--- src/rtl/instruction_fetch.sv ---
// Instruction fetch stage: issues word addresses to a synchronous-read
// instruction memory, tracks the one-cycle read latency and registers the
// returned word with its PC into the IF/ID register. Supports decode stall
// (replay of the in-flight address) and branch/jump redirect with squash.
module instruction_fetch #(
    parameter int unsigned ADDR_WIDTH = 10,
    parameter int unsigned DATA_WIDTH = 32,
    parameter int unsigned RESET_PC   = 0
) (
    input  logic                  clk,
    input  logic                  rst,
    input  logic                  stall,
    input  logic                  redirect_valid,
    input  logic [ADDR_WIDTH-1:0] redirect_addr,
    output logic [ADDR_WIDTH-1:0] imem_addr,
    input  logic [DATA_WIDTH-1:0] imem_data,
    output logic [DATA_WIDTH-1:0] instr,
    output logic [ADDR_WIDTH-1:0] instr_pc,
    output logic                  instr_valid
);

    localparam logic [ADDR_WIDTH-1:0] PC_INIT = ADDR_WIDTH'(RESET_PC);
    localparam logic [ADDR_WIDTH-1:0] PC_ONE  = ADDR_WIDTH'(1);

    // Next address to issue and the address whose data is on imem_data
    logic [ADDR_WIDTH-1:0] pc_q;
    logic [ADDR_WIDTH-1:0] f1_pc;
    logic                  f1_valid;

    // Address mux: stall replays f1_pc so the memory keeps returning the same word
    always_comb begin
        imem_addr = pc_q;
        if (redirect_valid) begin
            imem_addr = redirect_addr;
        end else if (stall) begin
            imem_addr = f1_pc;
        end
    end

    // Fetch pipeline update: rst > redirect > stall > normal advance
    always_ff @(posedge clk) begin
        if (rst) begin
            pc_q        <= PC_INIT;
            f1_pc       <= '0;
            f1_valid    <= 1'b0;
            instr       <= '0;
            instr_pc    <= '0;
            instr_valid <= 1'b0;
        end else if (redirect_valid) begin
            pc_q        <= redirect_addr + PC_ONE;
            f1_pc       <= redirect_addr;
            f1_valid    <= 1'b1;
            instr_valid <= 1'b0;
        end else if (!stall) begin
            pc_q        <= pc_q + PC_ONE;
            f1_pc       <= pc_q;
            f1_valid    <= 1'b1;
            instr       <= imem_data;
            instr_pc    <= f1_pc;
            instr_valid <= f1_valid;
        end
    end

endmodule

--- config.mk ---
export PLATFORM = sky130hd
export DESIGN_NAME = instruction_fetch
export DESIGN_NICKNAME = d
export VERILOG_FILES = /design/src/rtl/instruction_fetch.sv
export SDC_FILE = /design/constraint.sdc
export NUM_CORES = 1
export LEC_CHECK = 0
export CAP_MARGIN = 30
export CORE_MARGIN = 8
export CORE_UTILIZATION = 35
export DETAILED_ROUTE_END_ITERATION = 16
export PLACE_DENSITY = 0.7
export SETUP_SLACK_MARGIN = 0.4
export SLEW_MARGIN = 20
export SYNTH_ARGS = -nofsm -noshare
export SYNTH_HDL_FRONTEND = slang
export SYNTH_SLANG_ARGS = --single-unit
--- constraint.sdc ---
create_clock -name clk -period 4.28 [get_ports clk]
set_clock_uncertainty 0.15 [all_clocks]
set_input_delay 0.856 -clock clk [delete_from_list [all_inputs] [get_ports clk]]
set_output_delay 0.856 -clock clk [all_outputs]
set_load 0.02 [all_outputs]
* Yosys cells after proc, flatten, opt, wreduce, memory -nomap -nowiden
Cells that the tools add are included.
** Cells by class
- Add/subtract/negate cells :: 2
- Eq/ne operators :: 1
- Mux-type cells :: 6
- Bitwise operators :: 2
- Reductions and logical operators :: 2
** Operators by type and width (count)
- 10-bit two-way mux :: 4
- 10-bit by 1-bit adder with 10-bit output, second input constant :: 2
- 1-bit two-way mux :: 2
- 2-bit by 1-bit != test with 1-bit output, second input constant :: 1
- 1-bit inverter :: 2
- 2-bit AND reduction :: 1
- 2-bit OR reduction :: 1
** Storage, ports and cells
- Register bits :: 64
- Bits of input ports :: 46
- Output and inout port bits :: 53
- Word-level logic and storage cells :: 19

* Depth between registers and ports, before layout
Gate-level depths: netlist (run 1).
- Depth in word-level cells :: 3
- Mapped depth :: 11
- Gate-level depth less buffers :: 8

* Worst setup path before layout (run 1)
No wires, ideal clock.
- Path type :: input -> output
- Start point :: in stall
- End point :: out imem_addr[4]
- Data arrival time :: 1.850 ns
- Required time :: 3.274 ns
- Setup slack :: 1.424 ns
- Stages on the path :: 4
- Buffers on the path :: 2
- Cells stage by stage :: buf_2 buf_4 mux2i_1 o21ai_0
** On the way
- Word-level cells in the longest chain between the ends :: 2
** RTL lines
- from (decl) :: RTL line 12 : input logic stall,
- 10-bit two-way mux :: RTL line 35 : end else if (stall) begin
- 10-bit two-way mux :: RTL line 33 : if (redirect_valid) begin
- to (decl) :: RTL line 15 : output logic [ADDR_WIDTH-1:0] imem_addr,
No other way between the ends.

* Final worst setup path (run 1)
- Start point :: in stall
- End point :: out imem_addr[0]
The elaborated chain is that of the path after synthesis.

==> results.md, run 1 <==
- Slew @ Worst Pin: 0.905 ns
- Tmin final: 3.71 ns
- Initial cell density of the core: 35.7%
- Beginning of the critical path: stall
- Area growth from synthesis to layout: 45.5%
- Post-Syn Instances: 331
- Met1 Resource Use GR: 16.8%
- Reg2reg path depth: 8
- Top-level port count: ~100
- Worst-case hold slack: roughly 0.30 ns
- Routed WL per cell: 14.2 um
- Biggest fanout along the worst timing path: 20
- Clock-pin transition on the worst setup and hold timing paths: 0.07 ns
- Area of the die: 10900 sq um
- Proportion of synthesized flip-flops having asynchronous set or reset: 0%
- Core ar.: 7650 sq um
- Hold_sp: f1_valid
- Capture point of the critical path: imem_addr[0]
- Ys Warns: 0
- CTS tree: yes
- H-tree depth reported by CTS: 3
- Maximum buffer depth of the clock tree: 2
- Total Routed Length: 7510 um
- Critical Path Source Type: primary input
- DRT Pass-1 Iters: 4
- Cell Chain, Critical Path: clkdlybuf4s50_1 -> buf_4 -> mux2_2 -> o21a_1 -> clkdlybuf4s50_1
- Endpoint arrival time on the critical path: about 2.7 ns
- Total negative setup slack: 0 ns
- Synth Cell Area: 2730 sq um
- Row count: 32
- Maxcap violations: 0
- Launch instance of the worst register-to-register path: pc_q[1]
- Most frequent CP cell: clkdlybuf4s50_1
- Slew margin rel.: approximately two fifths
- Total CTS buffers: 9
- Final worst-path cycle share: 86.8%
- Congestion Overflow GR: 0
- Highest cell delay on the worst timing path: about 0.54 ns
- Count of hold buffers inserted by post-cts repair: 0
- Crit path max-delay cell type: clkdlybuf4s50_1
- Sequential cell area fraction in the yosys report: 46.9%
- Maximum number of pins on one net before global-route repair: 50
- First-pass GRT wire length: 12200 um
- Data required time of the worst path: 3.27 ns
- RSZ-0062 raised after global routing: false
- Fill cells: 726
- Cell count after placement: just over 500
- Diode insertion count for antenna repair: 0
- CP delay by family, top: buffers and inverters
- Endpoint of the worst-slack reg-to-reg timing path: pc_q[8]
- ANT nets after route: 0
- Worst-case register-to-register setup slack: 2.28 ns
- Antenna violations before repair: 0
- Mapped Nets: about 380
- Fraction of final layout cells sized beyond drive strength 1: 7.71%
- Worst path depth: 5
- Count of pins over their slew limit: 0
- EDFF count, synth: 0
- Hold violation total from the final report: 0
- Clk Latency, worst-skew pair: between 0.3 and 0.4 ns
- Class of the most critical setup path: primary input to output pin
- Cell Pwr Density: about 340 nW/um^2
- Final instance count without filler cells: 530
- Via count normalized by instance count: 4.79
- CTS resizes: 0
- Layer with the highest usage: met2
- Maximum vdd drop: 160 uV
- Run status: completed
- Die boundary height: 104 um
- TritonCTS Sinks: 64
- Global routing usage on met2: 20.6%
- Starting DRT DRC Count: 88
- Timing-limited maximum frequency: about 270 MHz
- Buffers and inverters on the worst path: 3
- Number of setup buffers added after CTS: 0
- Met3 GRT Util: 6.32%
- DRC viols: 0
- PnR Total Power: roughly 1.3 mW
- Register bit count reported by yosys: 64
- Die Wd: approximately 100 um
- Routability congestion estimate from global placement: 0.818
- Vias in the first global route: 2464
- Post-DP HPWL: 5270 um
- Most frequently used flop master after synthesis: dfxtp_1
- Number of failing setup endpoints in the final timing report: 0
- Vias after detailed routing: approximately 2500
- Global-route usage over all layers: 13.7%
- Post-synthesis cell type count: 39
- Average footprint of a synthesized cell: 8.26 sq um
- Static power due to leakage: 1.49 nW
- Classification of the worst-slack hold path: flop to flop
- Total number of nets in the final design: 470
- Port bufs: between 90 and 100
- CP endpoint kind: output pin
- CTS Root Buffer Type: clkbuf_8
[worst min-delay path by stage]
stage | slack (ns) | end | cells after the start
floorplan | 0.27 | f1_valid | 2
global placement | 0.29 | f1_valid | 2
detailed placement | 0.30 | f1_valid | 2
CTS | 0.31 | f1_valid | 2
global route | 0.32 | instr[9] | 2
finish | 0.30 | f1_valid | 2
[per-layer routing]
metal	wire, um	up-vias
met5	0	-
met4	63	0
met3	576	8
met2	3360	83
met1	3510	1162
li1	-	1284
[cells in the mapped netlist (3+ instances only)]
cell | count | area share (%)
inv_1 | 6 | 0.82
nor2_1 | 11 | 1.5
xor2_1 | 4 | 1.3
o21ai_0 | 10 | 1.8
clkbuf_1 | 10 | 1.4
nand2_1 | 99 | 14
a211oi_1 | 4 | 1.1
buf_2 | 9 | 1.6
nand2b_1 | 3 | 0.69
a21oi_1 | 44 | 8.1
mux2i_1 | 14 | 5.1
xnor2_1 | 6 | 1.9
buf_1 | 3 | 0.41
nor2b_1 | 11 | 2.5
dfxtp_1 | 64 | 47
[area by class of cell]
class	count	area [sq um]	area share, %
Multi-Input combinational cell	237	1320	33.3
Tap cell	102	128	3.21
Clock inverter	7	47.5	1.20
Timing Repair Buffer	105	1050	26.4
Sequential cell	64	1280	32.2
Inverter	6	22.5	0.567
Clock buffer	9	124	3.12
[where the power goes]
part           switching (mW)  leakage (nW)  internal, mW  total (mW)
registers              0.0222         0.525         0.625       0.648
clock network           0.246        0.0854         0.209       0.456
logic                   0.116         0.877         0.120       0.236
[through the flow]
stage                     instance area (sq um)  worst slack, ns  util [%]
after floorplan                            2730             1.42         -
after global placement                     3780            0.564      49.4
after detailed placement                   3780            0.549      49.4
after CTS                                  3950            0.548      51.6
after global routing                       3980            0.502      52.0
final                                      3980            0.566      52.0
[placed cells by master, fill, tap and decap left out, types with 2 or more instances in the layout]
cell type and count:
a211oi_1 4, a21oi_1 44, and3_1 2, buf_4 6, clkbuf_8 9, clkdlybuf4s50_1 97, clkinv_2 3, clkinvlp_4 2
dfxtp_1 64, inv_1 6, mux2_2 2, mux2i_1 14, nand2_1 99, nand2b_1 3, nand3_1 2, nand4b_1 2
nand4b_4 2, nor2_1 10, nor2b_1 11, nor3_1 2, nor3b_1 2, o21a_1 2, o21ai_0 10, o21ai_1 2
xnor2_1 6, xor2_1 4
[logic make-up (layout without fill, tap and decap cells)]
logic type	after synthesis	after routing	share of synthesized area [%]
AOI/OAI and AO/OA	69	69	14.7
xor gates and xnor gates	10	10	3.20
adders and majority gates	1	1	0.458
buffers and inverters	30	127	4.95
DFF	64	64	46.9
muxes	16	16	5.95
and+or+nand+nor	141	141	23.8
[worst register-to-register path, delay by kind of cell (launching register included)]
family	cells	cell delay [ns]
compound gates	3	0.59
fa+ha+maj	1	0.29
buf+inv	2	0.14
flops	1	0.43
simple gates	2	0.36
[state kept, by name, summed over array words and instances (netlist names)]
signal and cells:
f1_pc 10, instr 32, instr_valid 1, instr_pc 10, f1_valid 1, pc_q 10
No activity file was read; power rests on OpenSTA's default activity.
==> run 2, diff against run 1 <==
SLEW_MARGIN = not set   (was 20)
==> results of run 2 <==
The final DEF is identical to that of run 1; final timing and power are the same.
==> run 3, diff against run 2 <==
TNS_END_PERCENT = 20   (was not set)
==> results of run 3 <==
The final DEF is identical to that of run 1; final timing and power are the same.
